==> config.mk <==
export PLATFORM = sky130hd
export DESIGN_NAME = multicycle_controller
export DESIGN_NICKNAME = d
export VERILOG_FILES = /design/src/rtl/multicycle_controller.sv
export SDC_FILE = /design/constraint.sdc
export NUM_CORES = 1
export LEC_CHECK = 0
export ABC_AREA = 1
export ABC_CLOCK_PERIOD_IN_PS = 3600
export CORE_MARGIN = 4
export CORE_UTILIZATION = 43
export DETAILED_ROUTE_END_ITERATION = 6
export MAX_ROUTING_LAYER = met4
export PLACE_DENSITY_LB_ADDON = 0.15
export SLEW_MARGIN = 5
export SYNTH_ARGS = -nofsm -noshare
export SYNTH_HDL_FRONTEND = slang
export SYNTH_SLANG_ARGS = --single-unit
export TNS_END_PERCENT = 1
==> constraint.sdc <==
create_clock -name clk -period 3.6 [get_ports clk]
set_input_delay 0.72 -clock clk [delete_from_list [all_inputs] [get_ports clk]]
set_output_delay 0.72 -clock clk [all_outputs]
set_load 0.01 [all_outputs]
==> src/rtl/multicycle_controller.sv <==
// ==== multicycle_controller : multicycle MIPS-subset control FSM (rev 1.0) ====
`default_nettype none

module multicycle_controller (
  input  logic       clk,
  input  logic       rst,
  input  logic [5:0] opcode,
  input  logic [5:0] func,
  input  logic       zero,
  input  logic       mem_ready,
  output logic       pc_write,
  output logic       ir_write,
  output logic       mem_read,
  output logic       mem_write,
  output logic       reg_write,
  output logic       iord,
  output logic       alu_src_a,
  output logic [1:0] pc_src,
  output logic [1:0] reg_dst,
  output logic [1:0] wb_sel,
  output logic [1:0] alu_src_b,
  output logic [2:0] alu_op,
  output logic       done,
  output logic       illegal,
  output logic [3:0] state
);

  localparam logic [3:0] S_FETCH    = 4'd0;
  localparam logic [3:0] S_DECODE   = 4'd1;
  localparam logic [3:0] S_MEM_ADDR = 4'd2;
  localparam logic [3:0] S_MEM_RD   = 4'd3;
  localparam logic [3:0] S_MEM_WB   = 4'd4;
  localparam logic [3:0] S_MEM_WR   = 4'd5;
  localparam logic [3:0] S_R_EX     = 4'd6;
  localparam logic [3:0] S_R_WB     = 4'd7;
  localparam logic [3:0] S_BEQ      = 4'd8;
  localparam logic [3:0] S_JMP      = 4'd9;
  localparam logic [3:0] S_JAL      = 4'd10;
  localparam logic [3:0] S_I_EX     = 4'd11;
  localparam logic [3:0] S_I_WB     = 4'd12;
  localparam logic [3:0] S_JR       = 4'd13;

  localparam logic [5:0] OP_RTYPE = 6'b000000;
  localparam logic [5:0] OP_LW    = 6'b100011;
  localparam logic [5:0] OP_SW    = 6'b101011;
  localparam logic [5:0] OP_BEQ   = 6'b000100;
  localparam logic [5:0] OP_J     = 6'b000010;
  localparam logic [5:0] OP_JAL   = 6'b000011;
  localparam logic [5:0] OP_ADDI  = 6'b001000;
  localparam logic [5:0] OP_SLTI  = 6'b001010;
  localparam logic [5:0] OP_ANDI  = 6'b001100;
  localparam logic [5:0] FN_JR    = 6'b001000;

  localparam logic [2:0] ALU_ADD = 3'b000;
  localparam logic [2:0] ALU_SUB = 3'b001;
  localparam logic [2:0] ALU_AND = 3'b010;
  localparam logic [2:0] ALU_OR  = 3'b011;
  localparam logic [2:0] ALU_SLT = 3'b100;

  logic [3:0] state_q, state_d;
  logic       r_legal;
  logic [2:0] r_alu_op;
  logic [2:0] i_alu_op;

  always_comb begin
    r_legal  = 1'b1;
    r_alu_op = ALU_ADD;
    case (func)
      6'b100000: r_alu_op = ALU_ADD;
      6'b100010: r_alu_op = ALU_SUB;
      6'b100100: r_alu_op = ALU_AND;
      6'b100101: r_alu_op = ALU_OR;
      6'b101010: r_alu_op = ALU_SLT;
      default:   r_legal  = 1'b0;
    endcase
  end

  always_comb begin
    case (opcode)
      OP_SLTI: i_alu_op = ALU_SLT;
      OP_ANDI: i_alu_op = ALU_AND;
      default: i_alu_op = ALU_ADD;
    endcase
  end

  always_comb begin
    state_d   = state_q;
    pc_write  = 1'b0;
    ir_write  = 1'b0;
    mem_read  = 1'b0;
    mem_write = 1'b0;
    reg_write = 1'b0;
    iord      = 1'b0;
    alu_src_a = 1'b0;
    pc_src    = 2'b00;
    reg_dst   = 2'b00;
    wb_sel    = 2'b00;
    alu_src_b = 2'b00;
    alu_op    = ALU_ADD;
    done      = 1'b0;
    illegal   = 1'b0;

    case (state_q)
      S_FETCH: begin
        mem_read  = 1'b1;
        alu_src_b = 2'b01;
        ir_write  = mem_ready;
        pc_write  = mem_ready;
        if (mem_ready) state_d = S_DECODE;
      end
      S_DECODE: begin
        alu_src_b = 2'b11;
        case (opcode)
          OP_RTYPE:                  state_d = (func == FN_JR) ? S_JR : S_R_EX;
          OP_LW, OP_SW:              state_d = S_MEM_ADDR;
          OP_BEQ:                    state_d = S_BEQ;
          OP_J:                      state_d = S_JMP;
          OP_JAL:                    state_d = S_JAL;
          OP_ADDI, OP_SLTI, OP_ANDI: state_d = S_I_EX;
          default: begin
            illegal = 1'b1;
            state_d = S_FETCH;
          end
        endcase
      end
      S_MEM_ADDR: begin
        alu_src_a = 1'b1;
        alu_src_b = 2'b10;
        state_d   = (opcode == OP_SW) ? S_MEM_WR : S_MEM_RD;
      end
      S_MEM_RD: begin
        mem_read = 1'b1;
        iord     = 1'b1;
        if (mem_ready) state_d = S_MEM_WB;
      end
      S_MEM_WB: begin
        reg_write = 1'b1;
        wb_sel    = 2'b01;
        done      = 1'b1;
        state_d   = S_FETCH;
      end
      S_MEM_WR: begin
        mem_write = 1'b1;
        iord      = 1'b1;
        done      = mem_ready;
        if (mem_ready) state_d = S_FETCH;
      end
      S_R_EX: begin
        alu_src_a = 1'b1;
        alu_op    = r_alu_op;
        illegal   = ~r_legal;
        state_d   = r_legal ? S_R_WB : S_FETCH;
      end
      S_R_WB: begin
        reg_write = 1'b1;
        reg_dst   = 2'b01;
        done      = 1'b1;
        state_d   = S_FETCH;
      end
      S_BEQ: begin
        alu_src_a = 1'b1;
        alu_op    = ALU_SUB;
        pc_src    = 2'b01;
        pc_write  = zero;
        done      = 1'b1;
        state_d   = S_FETCH;
      end
      S_JMP: begin
        pc_src   = 2'b10;
        pc_write = 1'b1;
        done     = 1'b1;
        state_d  = S_FETCH;
      end
      S_JAL: begin
        // PC already holds PC+4 here, so the link value comes straight from PC
        pc_src    = 2'b10;
        pc_write  = 1'b1;
        reg_write = 1'b1;
        reg_dst   = 2'b10;
        wb_sel    = 2'b10;
        done      = 1'b1;
        state_d   = S_FETCH;
      end
      S_JR: begin
        pc_src   = 2'b11;
        pc_write = 1'b1;
        done     = 1'b1;
        state_d  = S_FETCH;
      end
      S_I_EX: begin
        alu_src_a = 1'b1;
        alu_src_b = 2'b10;
        alu_op    = i_alu_op;
        state_d   = S_I_WB;
      end
      S_I_WB: begin
        reg_write = 1'b1;
        done      = 1'b1;
        state_d   = S_FETCH;
      end
      default: state_d = S_FETCH;
    endcase

    // Reset presents FETCH datapath selects with every enable and pulse held low
    if (rst) begin
      state_d   = S_FETCH;
      pc_write  = 1'b0;
      ir_write  = 1'b0;
      mem_read  = 1'b0;
      mem_write = 1'b0;
      reg_write = 1'b0;
      done      = 1'b0;
      illegal   = 1'b0;
      iord      = 1'b0;
      alu_src_a = 1'b0;
      pc_src    = 2'b00;
      reg_dst   = 2'b00;
      wb_sel    = 2'b00;
      alu_src_b = 2'b01;
      alu_op    = ALU_ADD;
    end
  end

  always_ff @(posedge clk) begin
    if (rst) state_q <= S_FETCH;
    else     state_q <= state_d;
  end

  assign state = state_q;

endmodule

`default_nettype wire

==> Yosys cells after proc, flatten, opt, wreduce, memory -nomap -nowiden <==
Cells that the tools add are included.
{ "word_totals": {"register_bits": 4, "output_inout_bits": 24, "wordCells": 87} }
{ "op_classes": {"n_eq_ne": 30, "n_mux": 40, "bitwise_logic": 1, "reduce_logical": 15} }
{ "op_table": {"columns": ["operator", "n"], "rows": [
  ["6-bit == test, second input constant", 7],
  ["4-bit one-hot mux with 7 select lines", 1],
  ["4-bit == test, second input constant", 6],
  ["6-bit by 4-bit == test with 1-bit output, second input constant", 4],
  ["4-bit one-hot mux with 6 select lines", 1],
  ["1-bit 2-to-1 mux", 17],
  ["4-bit by 3-bit == test with 1-bit output, second input constant", 4],
  ["4-bit 2-to-1 mux", 4],
  ["6-bit by 2-bit == test with 1-bit output, second input constant", 2],
  ["2-bit one-hot mux with 3 select lines", 2],
  ["3-bit one-hot mux with 4 select lines", 1],
  ["2-bit OR reduction", 5],
  ["3-bit 2-to-1 mux", 3],
  ["3-bit one-hot mux with 3 select lines", 1],
  ["9-bit OR reduction", 1],
  ["4-bit by 2-bit == test with 1-bit output, second input constant", 2],
  ["2-bit 2-to-1 mux", 4],
  ["2-bit one-hot mux with 2 select lines", 2],
  ["4-bit OR reduction", 2],
  ["7-bit OR reduction", 1],
  ["6-bit by 3-bit == test with 1-bit output, second input constant", 1],
  ["6-bit zero test", 1],
  ["2-bit != test, second input constant", 3],
  ["3-bit one-hot mux with 2 select lines", 1],
  ["other kinds (8)", 10]
]} }

==> Longest topological paths before layout <==
Gate-level depths: netlist of the first run.
{ "logic_depth": {"word_depth": 6, "mapped_depth": 9, "ltp_nobuf": 9} }

==> Worst setup path before layout of the first run <==
No wires, ideal clock.
{ "synth_path": {"path_type": "input to output", "startpoint": "input port rst", "endpoint": "output port wb_sel[1]", "t_arrival_ps": 1438, "required_time_ps": 2880, "path_slack_ps": 1442, "path_stages": 3, "path_buffers": 2, "cell_sequence": "buf_2 > nor3_1 > buf_4"} }
{ "synth_via": {"elab_chain_len": 1} }
{ "synth_rtl": {"columns": ["element", "line", "source"], "rows": [
  ["from (decl)", "6", "input logic rst,"],
  ["2-bit 2-to-1 mux", "205", "if (rst) begin"],
  ["to (decl)", "20", "output logic [1:0] wb_sel,"]
]} }
Every way passes these cells.

==> Worst setup path in the final report of the first run <==
{ "layout_path": {"startpoint": "input port opcode[3]", "endpoint": "output port illegal"} }
{ "layout_via": {"elab_chain_len": 5, "elab_cells_between_ends": 13, "classes_between": "eq/ne (8); mux (3); reduce/logical (2)"} }
{ "layout_rtl": {"columns": ["element", "line", "source"], "rows": [
  ["from (decl)", "7", "input logic [5:0] opcode,"],
  ["6-bit == test, or another cell as far along", "113", "case (opcode)"],
  ["9-bit OR reduction (no line) *", null, null],
  ["1-bit 2-to-1 mux *", "113", null],
  ["1-bit one-hot mux with 2 select lines *", "103", "case (state_q)"],
  ["1-bit 2-to-1 mux *", "205", null],
  ["to (decl)", "24", "output logic illegal,"]
]} }
Every way passes the cells marked *; elsewhere a longest branch is shown, timed or not.

==> metrics.yaml, run 1 <==
outcome:
  status: "finished clean"
clocking:
  clk_pin_slew_worst_paths_ns: 0.04
  cts-buffers-inserted: 3
  cts_hold_buf: 0
  clk-insertion-delay-late_ns: 0.23
  cts.htree.levels: 1
  cts_root_buf: "clkbuf_4"
  cts.sinks: 4
  cts_tree: "built"
  ctsLongestPathBuffers: 2
  cts_setup_buffers: 0
  cts-resized-gates: 0
timing:
  report.final.hold_viol_count: 0
  tightest_slew_ns: 0.335
  skew_ns: 0.000120
  max_freq_mhz: 308
  setup_viol: 0
  relSlewSlack_pct: 77.6
  rsz0062_at_grt: "no"
  fin_crit_ns: 3.25
  setup_tns_ns: 0
  period_share_pct: 90.3
  slew_viol_final: 0
  hold_slack_ns: 0.804
yosys:
  synth_area_um2: 802
  synth.most_common_cell: "nor2_1"
  syn-num-nets: 163
  yosys_warnings: 0
  synth_top_area_cell: "nor2_1"
  synthArstFlopShare_pct: 0
  ys.flop_type: "dfxtp_1"
  synth_edf_count: 0
  synthDistinctLibCells: 27
  yosys-top-cells-count: "nor2_1, inv_1, nand2_1"
  ys_ff_latch: 4
  synth_cells: 147
  synth_area_leaders: "nor2_1, nand3_1, dfxtp_1"
  yosysSeqAreaShare_pct: 9.98
  syn_avg_cell_area_um2: 5.46
  synth_top_area_share_pct: 11.7
routing:
  first_pass_iters: 4
  vias: 1081
  drt_first_iter_violations: 40
  detail-route-antenna-nets: 0
  drcViolationCount: 0
  wirelength_mm: 2.52
  avgViaCountPerCell: 5.10
  drt-wirelength-per-cell_um: 11.9
global_routing:
  met2_usage_pct: 35.4
  busiest_layer: "met2"
  antenna_found_initial: 0
  grt_overflow_total: 0
  grt_usage_pct: 21.7
  use_met3_pct: 2.62
  use_met1_pct: 26.7
  grt_pass1_wl_mm: 4.31
  grt_max_degree: 13
  grt_pass1_vias: 1050
power:
  leakage_nw: 0.523
  vdd_drop_max_v: 0.000177
  powerDensity_nw_per_um2: 155
floorplan:
  initial_utilization_pct: 45.9
  die_w_um: 51.2
  pin_count: 40
  die_area_um2: 2620
  core.rowCount: 15
  core_region_area_um2: 1750
  die_h_um: 51.2
place:
  portBuffers: 39
  gp_congestion: 0.868
  dp_hpwl_mm: 2.16
critical_path:
  critical_path_buf_inv_count: 3
  ff2ff_setup_slack_ns: 2.24
  critPathKind: "input port to output pin"
  crit_path_cell_trace: "clkdlybuf4s50_1 > inv_1 > nor2_2 > nand3_1 > nand3_1 > nor3_1 > nand2_1 > a21oi_1 > clkdlybuf4s50_1"
  cp.arrival_ns: 2.53
  worstSetupStartpoint: "opcode[3]"
  crit_slowest_cell: "clkdlybuf4s50_1"
  crit_path_max_incr_delay_ns: 0.55
  worstPathMaxFanout: 4
  required_ns: 2.88
  cp-endpoint: "illegal"
  end_kind: "output pin"
  ff2ff_path_depth: 9
  r2r_start: "state[0]"
  r2r-end: "state[0]"
  cp_top_family: "buffers and inverters"
  crit_cells: 9
  worst_setup_path_start_kind: "input port"
hold_path:
  hp-class: "flop to flop"
finish:
  antennaDiodeCount: 0
  drive_above_1_share_pct: 16.6
  areaGrowthSynthToFinish_pct: 54.3
  largest_reg_flops: 4
  nets: 205
run:
  cap_violations: 0
## area by class of cell
cell class / count / area [µm²]
Clock buffer: 3 / 22.5
Fill cell: 169 / 508
Inverter: 25 / 93.8
Multi-Input combinational cell: 115 / 612
Sequential cell: 4 / 80.1
Tap cell: 25 / 31.3
Timing Repair Buffer: 40 / 398
## routing by layer
| metal | share of wire (%) | wire (µm) |
|---|---|---|
| met5 | 0 | 0 |
| met4 | 0.68 | 17 |
| met3 | 4.8 | 121 |
| met2 | 49 | 1240 |
| met1 | 45 | 1140 |
## logic make-up after synthesis
family / count (synthesis) / synth area share, %
AO/OA/AOI/OAI: 21 / 16.4
AND/OR/NAND/NOR: 94 / 59.9
flip-flops: 4 / 9.98
buffers and inverters: 28 / 13.7
## stage by stage
stage | setup slack [ns] | util, % | area (µm²) | total power [mW] | instances
2_1_floorplan | 1.44 | - | 802 | 0.0939 | 147
3_3_place_gp | 0.407 | 69.6 | 1210 | 0.135 | 209
3_5_place_dp | 0.355 | 69.6 | 1210 | 0.138 | 209
4_1_cts | 0.353 | 70.9 | 1240 | 0.196 | 212
5_1_grt | 0.223 | 70.9 | 1240 | 0.208 | 212
6_report | 0.350 | 70.9 | 1240 | 0.192 | 212
## power by group
group / leakage [nW] / internal [mW] / switching [mW]
registers: 0.0325 / 0.0464 / 0.00280
clock network: 0.0138 / 0.0372 / 0.0165
logic: 0.476 / 0.0414 / 0.0476
## worst min path at each step
| stage | from | endpoint | slack, ns | cells past startpoint |
|---|---|---|---|---|
| CTS | state[0] | state[3] | 0.80 | 4 |
| global placement | state[0] | state[0] | 0.75 | 5 |
| floorplan | state[0] | state[0] | 0.71 | 5 |
| global route | state[2] | state[2] | 0.86 | 4 |
| finish | state[0] | state[3] | 0.80 | 4 |
| detailed placement | state[0] | state[3] | 0.79 | 4 |
## worst reg2reg max path: stages (launching register included)
cell,delay [ns]
dfxtp_1,0.39
inv_1,0.13
nor2_2,0.15
inv_1,0.08
nor2_2,0.14
inv_1,0.09
nand2_1,0.07
nand2_1,0.06
nand2_1,0.09
a21oi_2,0.05
## cells in the final DEF, fill, tap and decap left out
| master | instances |
|---|---|
| nand2_2 | 6 |
| nor3_1 | 5 |
| or2_1 | 1 |
| o21a_1 | 1 |
| a21oi_2 | 2 |
| nor2_4 | 5 |
| a21oi_1 | 9 |
| inv_1 | 19 |
| nor2_2 | 6 |
| nand4_1 | 6 |
| nand3_1 | 18 |
| nand2_1 | 19 |
| a31oi_1 | 3 |
| buf_4 | 1 |
| o31ai_2 | 1 |
| dfxtp_1 | 4 |
| o21ai_1 | 1 |
| clkbuf_4 | 3 |
| and2_1 | 1 |
| nand2_4 | 1 |
| o31ai_1 | 1 |
| clkdlybuf4s50_1 | 39 |
| inv_2 | 6 |
| nand3b_1 | 1 |
| o21bai_1 | 1 |
| nor2_1 | 25 |
| o21ai_0 | 2 |
Note: power is estimated with default switching activity, not from simulation.
==> run 2, diff against run 1 <==
- CTS_BUF_LIST: not set -> sky130_fd_sc_hd__clkbuf_16
==> run 2 against run 1 <==
  * Count of clock-buffer cells in the layout unchanged
  * Combinational power increased by 0.6%
  * Critical path depth unchanged
  * Clock power increased to 3.2 times the previous value
  * Sequential cell count unchanged
  * Critical path type unchanged
  * Largest power group is now the clock network
  * Highest routed layer unchanged
==> metrics.yaml, run 2 (synthesis gave the netlist of run 1 again) <==
clocking:
  cts_setup_buffers: 0  # unchanged
  cts_tree: "built"  # unchanged
  clk_pin_slew_worst_paths_ns: 0.03  # was 0.04 ns
  clk-insertion-delay-late_ns: 0.22  # was 0.23 ns
  cts.htree.levels: 1  # unchanged
  cts_root_buf: "clkbuf_16"  # was clkbuf_4
  cts_hold_buf: 0  # unchanged
  cts-buffers-inserted: 3  # unchanged
  ctsLongestPathBuffers: 2  # unchanged
  cts.sinks: 4  # unchanged
  cts-resized-gates: 0  # unchanged
power:
  p_clk_share_pct: 55.5  # was 28.0%
  power.share.sequential_pct: 15.8  # was 25.6%
  swShare_pct: 26.4  # was 34.9%
  power.switching_mw: 0.0825  # was 0.0668 mW
  intPower_mw: 0.230  # was 0.125 mW
  pwr-share-comb_pct: 28.7  # was 46.4%
  leakage_nw: 0.546  # was 0.523 nW
  powerDensity_nw_per_um2: 242  # was 155 nW/µm²
  vdd_drop_max_v: 0.000360  # was 0.000177 V
critical_path:
  crit_slowest_cell: "clkdlybuf4s50_1"  # unchanged
  end_kind: "output pin"  # unchanged
  worst_setup_path_start_kind: "input port"  # unchanged
  worstPathMaxFanout: 4  # unchanged
  crit_path_cell_trace: "clkdlybuf4s50_1 > inv_1 > nor2_2 > nand3_1 > nand3_1 > nor3_1 > nand2_1 > a21oi_1 > clkdlybuf4s50_1"  # unchanged
  cp.arrival_ns: 2.53  # about the same
  required_ns: 2.88  # about the same
  crit_path_max_incr_delay_ns: 0.55  # about the same
  critPathKind: "input port to output pin"  # unchanged
global_routing:
  grt_pass1_vias: 1069  # was 1050
  grt_max_degree: 13  # unchanged
  antenna_found_initial: 0  # unchanged
  grt_usage_pct: 23.3  # was 21.7%
  grt_overflow_total: 0  # unchanged
  grt_pass1_wl_mm: 4.53  # was 4.31 mm
finish:
  fin_area_um2: 1290  # was 1240 µm²
  largest_reg_flops: 4  # unchanged
  layout_common_cells: "clkdlybuf4s50_1, nor2_1, inv_1, nand2_1, nand3_1"  # unchanged
  nets: 205  # unchanged
  areaGrowthSynthToFinish_pct: 60.8  # was 54.3%
  antennaDiodeCount: 0  # unchanged
  fin_cells: 212  # unchanged
  fill_cells: 163  # was 169
  final_util_pct: 73.9  # was 70.9%
  drive_above_1_share_pct: 16.6  # unchanged
  final_common_cell: "clkdlybuf4s50_1"  # unchanged
floorplan:
  core.rowCount: 15  # unchanged
  core_region_area_um2: 1750  # unchanged
  initial_utilization_pct: 45.9  # unchanged
  die_h_um: 51.2  # unchanged
  pin_count: 40  # unchanged
  die_w_um: 51.2  # unchanged
  die_area_um2: 2620  # unchanged
timing:
  relSlewSlack_pct: 76.9  # was 77.6%
  setup_viol: 0  # unchanged
  rsz0062_at_grt: "no"  # unchanged
  tightest_slew_ns: 0.346  # was 0.335 ns
  period_share_pct: 90.2  # was 90.3%
  max_freq_mhz: 308  # about the same
  setup_tns_ns: 0  # unchanged
  report.final.hold_viol_count: 0  # unchanged
  skew_ns: 0.000857  # was 0.000120 ns
  slew_viol_final: 0  # unchanged
  fin_crit_ns: 3.25  # about the same
routing:
  drcViolationCount: 0  # unchanged
  first_pass_iters: 4  # unchanged
  avgViaCountPerCell: 5.27  # was 5.10
  detail-route-antenna-nets: 0  # unchanged
  drt_first_iter_violations: 47  # was 40
  vias: 1118  # was 1081
  drt-wirelength-per-cell_um: 12.5  # was 11.9 µm
  wirelength_mm: 2.64  # was 2.52 mm
place:
  postPlaceCellArea_um2: 1210  # unchanged
  portBuffers: 39  # unchanged
  dp_hpwl_mm: 2.16  # unchanged
  gp_congestion: 0.868  # unchanged
  dp_cells: 209  # unchanged
run:
  cap_violations: 0  # unchanged
hold_path:
  hp-class: "flop to flop"  # unchanged
outcome:
  status: "finished clean"  # unchanged
## run 2: layout make-up
| type | instances | area [µm²] | area share (%) |
|---|---|---|---|
| Clock buffer | 3 | 75.1 | 5.82 |
| Inverter | 25 | 93.8 | 7.27 |
| Multi-Input combinational cell | 115 | 612 | 47.4 |
| Sequential cell | 4 | 80.1 | 6.21 |
| Tap cell | 25 | 31.3 | 2.42 |
| Timing Repair Buffer | 40 | 398 | 30.8 |
## run 2: power by group through the flow
stage          combinational, mW  sequential (mW)  clock (mW)
6_report                  0.0895           0.0495       0.173
5_1_grt                   0.0985           0.0498       0.179
4_1_cts                   0.0895           0.0495       0.177
3_5_place_dp              0.0882           0.0498           0
3_3_place_gp              0.0856           0.0496           0
2_1_floorplan             0.0438           0.0501           0
## run 2: worst paths after layout
kind / from / end / slack [ns] / depth (start not counted)
max: opcode[3] / illegal / 0.35 / 9
min: state[2] / state[2] / 0.81 / 4
min reg2reg: state[2] / state[2] / 0.81 / 4
max reg2reg: state[0] / state[0] / 2.18 / 9
## run 2: worst max-delay path, delay by kind of cell
kind | cells | cell delay (ns)
buffers and inverters | 3 | 1.15
AND/OR/NAND/NOR | 5 | 0.52
AO/OA/AOI/OAI | 1 | 0.13
## run 2: per-layer routing
| metal | part of all wire [%] | track usage, % | vias up |
|---|---|---|---|
| met5 | 0 | - | - |
| met4 | 2.3 | 11.2 | 0 |
| met3 | 7.8 | 3.50 | 7 |
| met2 | 49 | 38.0 | 49 |
| met1 | 41 | 27.8 | 500 |
| li1 | - | - | 562 |
## run 2: metrics by stage
| step | power (mW) | setup slack [ns] | hold slack (ns) |
|---|---|---|---|
| floorplan | 0.0939 | 1.44 | 0.712 |
| global placement | 0.135 | 0.407 | 0.747 |
| detailed placement | 0.138 | 0.355 | 0.788 |
| CTS | 0.316 | 0.353 | 0.802 |
| global route | 0.327 | 0.223 | 0.853 |
| finish | 0.312 | 0.354 | 0.807 |
